--- config.mk ---
export PLATFORM = sky130hd
export DESIGN_NAME = time_entry_loader
export DESIGN_NICKNAME = d
export VERILOG_FILES = /design/src/rtl/time_entry_loader_pkg.sv /design/src/rtl/time_entry_loader_bcd_add30.sv /design/src/rtl/time_entry_loader.sv
export SDC_FILE = /design/constraint.sdc
export NUM_CORES = 1
export LEC_CHECK = 0
export ABC_AREA = 1
export ABC_CLOCK_PERIOD_IN_PS = 2300
export BUFFER_PORTS_ARGS = -buffer_cell sky130_fd_sc_hd__clkbuf_2
export CORE_UTILIZATION = 35
export DETAILED_ROUTE_END_ITERATION = 12
export PLACE_DENSITY = 0.58
export SLEW_MARGIN = 20
export SYNTH_ARGS = -nofsm -noshare
export SYNTH_HDL_FRONTEND = slang
export SYNTH_SLANG_ARGS = --single-unit
export TNS_END_PERCENT = 5
--- constraint.sdc ---
create_clock -name clock -period 2.3 [get_ports clock]
set_clock_uncertainty 0.2 [all_clocks]
set_input_delay 0.345 -clock clock [delete_from_list [all_inputs] [get_ports clock]]
set_output_delay 0.345 -clock clock [all_outputs]
set_load 0.02 [all_outputs]
--- src/rtl/time_entry_loader_pkg.sv ---
// time_entry_loader_pkg
//   Shared constants and types for the keypad time-entry loader:
//   key codes, FSM state encoding, BCD digit width, the M:SS time struct,
//   the quick-start (0:30) value and the 9:59 saturation value.
package time_entry_loader_pkg;

  localparam int DIGIT_W = 4;

  localparam logic [DIGIT_W-1:0] KEY_CLEAR = 4'hA;
  localparam logic [DIGIT_W-1:0] KEY_START = 4'hB;

  typedef enum logic [1:0] {
    ST_IDLE  = 2'd0,
    ST_ENTRY = 2'd1,
    ST_LOAD  = 2'd2,
    ST_RUN   = 2'd3
  } state_e;

  typedef struct packed {
    logic [DIGIT_W-1:0] mins;
    logic [DIGIT_W-1:0] tens;
    logic [DIGIT_W-1:0] ones;
  } bcd_time_t;

  localparam bcd_time_t QS_TIME  = '{mins: 4'd0, tens: 4'd3, ones: 4'd0};
  localparam bcd_time_t MAX_TIME = '{mins: 4'd9, tens: 4'd5, ones: 4'd9};

  function automatic logic is_digit(input logic [DIGIT_W-1:0] code);
    return code <= 4'd9;
  endfunction

endpackage

--- src/rtl/time_entry_loader_bcd_add30.sv ---
// time_entry_loader_bcd_add30
//   Combinational +30 s adder on a 3-digit BCD M:SS value. The seconds-tens
//   digit wraps at 6 with carry into minutes; anything past 9:59 saturates.
//   Input seconds-tens is assumed already validated (<= 5).
// Ports:
//   t_i  in   bcd_time_t  current M:SS value
//   t_o  out  bcd_time_t  value + 0:30, saturated at 9:59
module time_entry_loader_bcd_add30
  import time_entry_loader_pkg::*;
(
  input  bcd_time_t t_i,
  output bcd_time_t t_o
);

  logic [DIGIT_W:0] tens_sum;

  always_comb begin
    t_o      = t_i;
    tens_sum = {1'b0, t_i.tens} + 5'd3;
    if (tens_sum >= 5'd6) begin
      if (t_i.mins >= 4'd9) begin
        t_o = MAX_TIME;
      end else begin
        t_o.mins = t_i.mins + 4'd1;
        t_o.tens = tens_sum[DIGIT_W-1:0] - 4'd6;
      end
    end else begin
      t_o.tens = tens_sum[DIGIT_W-1:0];
    end
  end

endmodule

--- src/rtl/time_entry_loader.sv ---
// time_entry_loader
//   Keypad-side writer for the microwave down-counter chain. Shifts BCD digit
//   keys into an M:SS value, validates it on START, pulses the active-low
//   parallel load of the counters, enables counting and returns to idle on
//   the chain's zero flag. Door opening in RUN pauses; START resumes.
//   Optional feature macro: QUICK_START_EN (START in IDLE loads 0:30, START
//   while running adds 30 s with 9:59 saturation and reloads).
// Parameters:
//   MAX_SEC_TENS  largest legal seconds-tens digit
//   LOAD_CYCLES   cycles loadn is held low (1..3)
// Ports:
//   clock, clrn              clock (rising) / async active-low reset
//   key_valid, key_code      one-cycle key strobe and code
//   door_closed, timer_zero  door switch / counter chain zero flag
//   mins, sec_tens, sec_ones BCD data buses to the counters
//   loadn, count_en          counter load (active low) / count enable
//   err, busy                rejected-START pulse / LOAD-or-RUN indicator
module time_entry_loader
  import time_entry_loader_pkg::*;
#(
  parameter int MAX_SEC_TENS = 5,
  parameter int LOAD_CYCLES  = 1
) (
  input  logic               clock,
  input  logic               clrn,
  input  logic               key_valid,
  input  logic [DIGIT_W-1:0] key_code,
  input  logic               door_closed,
  input  logic               timer_zero,
  output logic [DIGIT_W-1:0] mins,
  output logic [DIGIT_W-1:0] sec_tens,
  output logic [DIGIT_W-1:0] sec_ones,
  output logic               loadn,
  output logic               count_en,
  output logic               err,
  output logic               busy
);

  localparam logic [DIGIT_W-1:0] MAX_TENS = DIGIT_W'(MAX_SEC_TENS);
  localparam logic [1:0]         LAST_LD  = 2'(LOAD_CYCLES - 1);

  state_e    state_q, state_d;
  bcd_time_t time_q, time_d, time_add30;
  logic [1:0] cnt_q, cnt_d;
  logic [1:0] ld_cnt_q, ld_cnt_d;
  logic      loadn_q, loadn_d;
  logic      count_en_q, count_en_d;
  logic      err_q, err_d;
  logic      busy_q, busy_d;
  // Low during the first RUN cycle: the zero flag then still reflects the
  // counters' pre-load contents.
  logic      armed_q, armed_d;

  logic key_digit, key_clr, key_start, time_ok;

  time_entry_loader_bcd_add30 u_add30 (
    .t_i (time_q),
    .t_o (time_add30)
  );

`ifndef QUICK_START_EN
  logic unused_add30;
  assign unused_add30 = ^time_add30;
`endif

  assign key_digit = key_valid && is_digit(key_code);
  assign key_clr   = key_valid && (key_code == KEY_CLEAR);
  assign key_start = key_valid && (key_code == KEY_START);
  assign time_ok   = (time_q.tens <= MAX_TENS) && (time_q != '0);

  always_comb begin
    state_d    = state_q;
    time_d     = time_q;
    cnt_d      = cnt_q;
    ld_cnt_d   = ld_cnt_q;
    loadn_d    = loadn_q;
    count_en_d = count_en_q;
    err_d      = 1'b0;
    armed_d    = armed_q;

    case (state_q)
      ST_IDLE, ST_ENTRY: begin
        if (key_digit) begin
          time_d  = '{mins: time_q.tens, tens: time_q.ones, ones: key_code};
          cnt_d   = (cnt_q == 2'd3) ? 2'd3 : cnt_q + 2'd1;
          state_d = ST_ENTRY;
        end else if (key_clr) begin
          time_d  = '0;
          cnt_d   = 2'd0;
          state_d = ST_IDLE;
        end else if (key_start && door_closed) begin
          if (state_q == ST_ENTRY) begin
            if (time_ok) begin
              state_d  = ST_LOAD;
              loadn_d  = 1'b0;
              ld_cnt_d = 2'd0;
            end else begin
              err_d = 1'b1;
            end
          end
`ifdef QUICK_START_EN
          else begin
            time_d   = QS_TIME;
            state_d  = ST_LOAD;
            loadn_d  = 1'b0;
            ld_cnt_d = 2'd0;
          end
`endif
        end
      end

      ST_LOAD: begin
        if (ld_cnt_q == LAST_LD) begin
          state_d    = ST_RUN;
          loadn_d    = 1'b1;
          count_en_d = 1'b1;
          armed_d    = 1'b0;
        end else begin
          ld_cnt_d = ld_cnt_q + 2'd1;
        end
      end

      ST_RUN: begin
        armed_d = 1'b1;
        // Zero flag outranks any key arriving in the same cycle.
        if ((timer_zero && count_en_q && armed_q) || key_clr) begin
          state_d    = ST_IDLE;
          time_d     = '0;
          cnt_d      = 2'd0;
          count_en_d = 1'b0;
        end else if (!door_closed) begin
          count_en_d = 1'b0;
        end else if (key_start) begin
          if (!count_en_q) begin
            count_en_d = 1'b1;
          end
`ifdef QUICK_START_EN
          else begin
            time_d     = time_add30;
            state_d    = ST_LOAD;
            loadn_d    = 1'b0;
            ld_cnt_d   = 2'd0;
            count_en_d = 1'b0;
          end
`endif
        end
      end

      default: state_d = ST_IDLE;
    endcase

    busy_d = (state_d == ST_LOAD) || (state_d == ST_RUN);
  end

  always_ff @(posedge clock or negedge clrn) begin
    if (!clrn) begin
      state_q    <= ST_IDLE;
      time_q     <= '0;
      cnt_q      <= 2'd0;
      ld_cnt_q   <= 2'd0;
      loadn_q    <= 1'b1;
      count_en_q <= 1'b0;
      err_q      <= 1'b0;
      busy_q     <= 1'b0;
      armed_q    <= 1'b0;
    end else begin
      state_q    <= state_d;
      time_q     <= time_d;
      cnt_q      <= cnt_d;
      ld_cnt_q   <= ld_cnt_d;
      loadn_q    <= loadn_d;
      count_en_q <= count_en_d;
      err_q      <= err_d;
      busy_q     <= busy_d;
      armed_q    <= armed_d;
    end
  end

  assign mins     = time_q.mins;
  assign sec_tens = time_q.tens;
  assign sec_ones = time_q.ones;
  assign loadn    = loadn_q;
  assign count_en = count_en_q;
  assign err      = err_q;
  assign busy     = busy_q;

endmodule

==> results summary <==
The number of antenna repair diodes came out at 0. The worst slew margin relative to its limit is 0.660. The initial core utilization came out at 0.367. The setup slack on the worst flop-to-flop path is 0.62 ns. Across the whole layout, storage elements account for 502 sq um.

The number of stages on the worst hold path came out at 3. The largest incremental delay on the critical path is 0.47 ns. The final HPWL from detailed placement is 1590 microns. The max-cap violation count is 0.

In this run the static leakage power is 0.675 nW. The setup-violating endpoint count in the final report came out at 0. The number of buffers created by CTS came out at 3. The number of vias per cell is 4.51. The met2 routed wirelength is 1030 microns. The maximum clock frequency is 0.596 GHz. For this run, the detailed router's first-pass iteration total came to 8. The clock tree buffer depth came out at 2. The global placer's final weighted congestion came out at 0.776.

The total routing usage reported by global routing is 0.142. The first-pass GRT wire length came out at 3710 microns. The number of port buffers is 24.

The worst-margin pin slew is 0.509 ns. The number of buffers and inverters on the critical path is 2. The met3 wire length is 49 microns.

The critical path data arrival time came out at 1.68 ns. The flow ran to the end, and the final reports show no timing, DRC or antenna violations. The depth of the critical timing path with buffers and inverters included is 6.

The number of endpoints with negative hold slack in the final report came to 0. The core area is 3030 sq um. For this design, the sink count on the clock tree is 20. Among all stages on the critical path, the largest delay is contributed by sky130_fd_sc_hd__dfrtp_1. The final layout contains routed wiring with a total length of 2120 microns. The clock-pin slew reported for the worst setup and hold paths after clock tree synthesis came out at 0.13 ns.

The total area of multi-input combinational cells came out at 522 sq um. For the worst setup path, the data required time is 2.31 ns. Power spread over the standard cell area amounts to 1080 nW/um^2. The number of warnings reported in the yosys synthesis log is 0. The initial antenna violation count came out at 0.

The overall overflow remaining after global route came out at 0. At the later pin of the worst-skew pair, clock insertion delay measures 0.31 ns. The largest area contributor in the netlist is sky130_fd_sc_hd__dfrtp_1. The I/O pin count is 25. The routed length per instance is 10.7 microns. The fill cell instance count of the final layout is 315. The path type of the worst min-delay path is input port to register. From bottom edge to top edge, the die measures 58.3 microns. Setup repair after global routing left no endpoint under its margin. The share of the Yosys chip area taken by registers is 0.452. The count of cells along the worst register-to-register path is 6. For this run, the share of the core covered by cells in the final layout is 0.435. The proportion of layout cells with a drive suffix above 1 is 0.377. The overall via count from detail_route is 892. The final hold slack came out at 0.0938 ns. IR analysis of the VDD net gives a maximum drop of 436 uV. For this run, design rule violations remaining after detail routing come to 0. STA classifies the critical path endpoint as a register.

Among the stages of the critical path, the cell type that occurs most often is sky130_fd_sc_hd__inv_1. The worst setup path is launched from a register. After synthesis, the netlist uses 24 different library cells. The synthesized net count came out at 138. The root cell of the clock tree is sky130_fd_sc_hd__clkbuf_4.

The max-slew violation total from the final report is 0. The largest net degree at the start of global routing is 25. Synthesis produced a netlist whose cell count is 128. The number of core rows came out at 20. From synthesis to final layout, the design area changed by 18.7%. The number of routed nets with antenna violations is 0. The number of global-route vias before repair came out at 839. The detailed router put a total of 1050 microns of wire on met1. The library cell used most frequently in the layout, excluding fill and tap cells, is sky130_fd_sc_hd__nand2_1. The top cell type's share of synthesized area came out at 0.428. The library cells used most frequently in the layout, excluding fill and tap cells, are sky130_fd_sc_hd__nand2_1, sky130_fd_sc_hd__clkbuf_2, sky130_fd_sc_hd__dfrtp_1. The portion of the clock cycle consumed by the worst path in the final layout came out at 0.729. In the post-synthesis netlist, the biggest area contributors are sky130_fd_sc_hd__dfrtp_1, sky130_fd_sc_hd__nand2_1, sky130_fd_sc_hd__o21ai_2. The total of flip-flops plus latches after synthesis is 20.

The worst setup path is of the register to register kind. The signal on the critical path passes through inv_1, nor2_1, inv_1, nand3_4, nand2_1, o21ai_2. The top layer reached by signal wires is met3. The DRC marker count from the first detailed-route iteration is 29. The floorplan die area is 3400 sq um. The time the worst path needs with I/O delays and setup is 1.68 ns. The average size of a mapped cell came out at 8.67 sq um. In this run the cell area of the synthesized design comes to 1110 sq um. TritonCTS built the clock tree. Grouping stages by cell kind, the critical path spends the most delay in simple AND/OR/NAND/NOR gates. The critical-path maximum fanout is 24.

For the final routed database, the setup TNS stands at 0 ns. CTS built an H-tree with a depth of 1. At the end of the flow, the number of nets in the layout was 165. The floorplan step set the die width to 58.3 microns.
-- through the flow --
| step | total power [mW] | setup slack, ns | cells | cell area [sq um] |
|---|---|---|---|---|
| CTS | 1.44 | 0.620 | 198 | 1320 |
| global route | 1.54 | 0.476 | 198 | 1320 |
| global placement | 1.13 | 0.595 | 193 | 1250 |
| finish | 1.42 | 0.623 | 198 | 1320 |
| detailed placement | 1.14 | 0.553 | 193 | 1250 |
| floorplan | 1.01 | 0.805 | 128 | 1110 |
-- logic make-up after synthesis --
| group | after synthesis | share of synthesized area |
|---|---|---|
| compound gates | 16 | 0.117 |
| buf+inv | 18 | 0.0778 |
| fa+ha+maj | 1 | 0.0113 |
| simple gates | 73 | 0.342 |
| flops | 20 | 0.452 |
-- cells in the mapped netlist --
cell type / n
sky130_fd_sc_hd__nor3_1: 3
sky130_fd_sc_hd__o21ai_2: 12
sky130_fd_sc_hd__o31ai_1: 1
sky130_fd_sc_hd__nor2_4: 1
sky130_fd_sc_hd__a21boi_0: 1
sky130_fd_sc_hd__nand3_4: 2
sky130_fd_sc_hd__buf_4: 1
sky130_fd_sc_hd__nand3_2: 1
sky130_fd_sc_hd__nor2_1: 9
sky130_fd_sc_hd__nand4_4: 1
sky130_fd_sc_hd__dfrtp_1: 19
sky130_fd_sc_hd__nand2_2: 8
sky130_fd_sc_hd__nor3_2: 1
sky130_fd_sc_hd__inv_1: 13
sky130_fd_sc_hd__buf_6: 2
sky130_fd_sc_hd__dfstp_2: 1
sky130_fd_sc_hd__o21ai_1: 1
sky130_fd_sc_hd__a21oi_1: 1
sky130_fd_sc_hd__nor2_2: 1
sky130_fd_sc_hd__inv_2: 2
sky130_fd_sc_hd__nand3_1: 7
sky130_fd_sc_hd__ha_1: 1
sky130_fd_sc_hd__nand4_1: 2
sky130_fd_sc_hd__nand2_1: 37
-- worst min-delay path: cells and delay by family --
family	cells	cell delay, ns
AOI/OAI and AO/OA	1	0.06
buffers and inverters	1	0.10
and+or+nand+nor	1	0.08
-- registers in the layout (all words and copies together) (netlist names) --
signal	cells
busy	1
sec_tens	4
mins	4
loadn	1
ld_cnt_q	2
sec_ones	4
count_en	1
state_q	1
armed_q	1
err	1
-- final cells by class --
cell class | count | share of cell area
multi-input combinational | 90 | 0.396
sequential | 20 | 0.381
timing repair buffer | 25 | 0.0988
inverter | 15 | 0.0427
tap | 44 | 0.0418
clock inverter | 1 | 0.0228
clock buffer | 3 | 0.0171
-- routing by layer --
| metal | global-route usage | up-vias |
|---|---|---|
| met5 | 0 | - |
| met4 | 0.0714 | 0 |
| met3 | 0.0132 | 0 |
| met2 | 0.220 | 16 |
| met1 | 0.200 | 418 |
| li1 | - | 458 |
-- report_power, final --
group | internal, mW | switching, mW | total, mW
combinational | 0.191 | 0.390 | 0.581
sequential | 0.455 | 0.0938 | 0.549
clock | 0.176 | 0.113 | 0.289
-- path summary, 6_finish.rpt --
check | endpoint | start
worst max-delay path | mins[3] | busy
worst min-delay path | sec_ones[0] | key_code[0]
worst max register to register | mins[3] | busy
worst min register to register | loadn | loadn
max in group asynchronous | loadn | clrn
min in group asynchronous | sec_tens[3] | clrn
-- what timing repair did --
item	4_1_cts	5_1_grt
setup buffers	0	0
gates resized for setup	0	0
endpoints found under the hold margin	19	0
hold buffers	1	0
(Power assumes the default switching activity.)
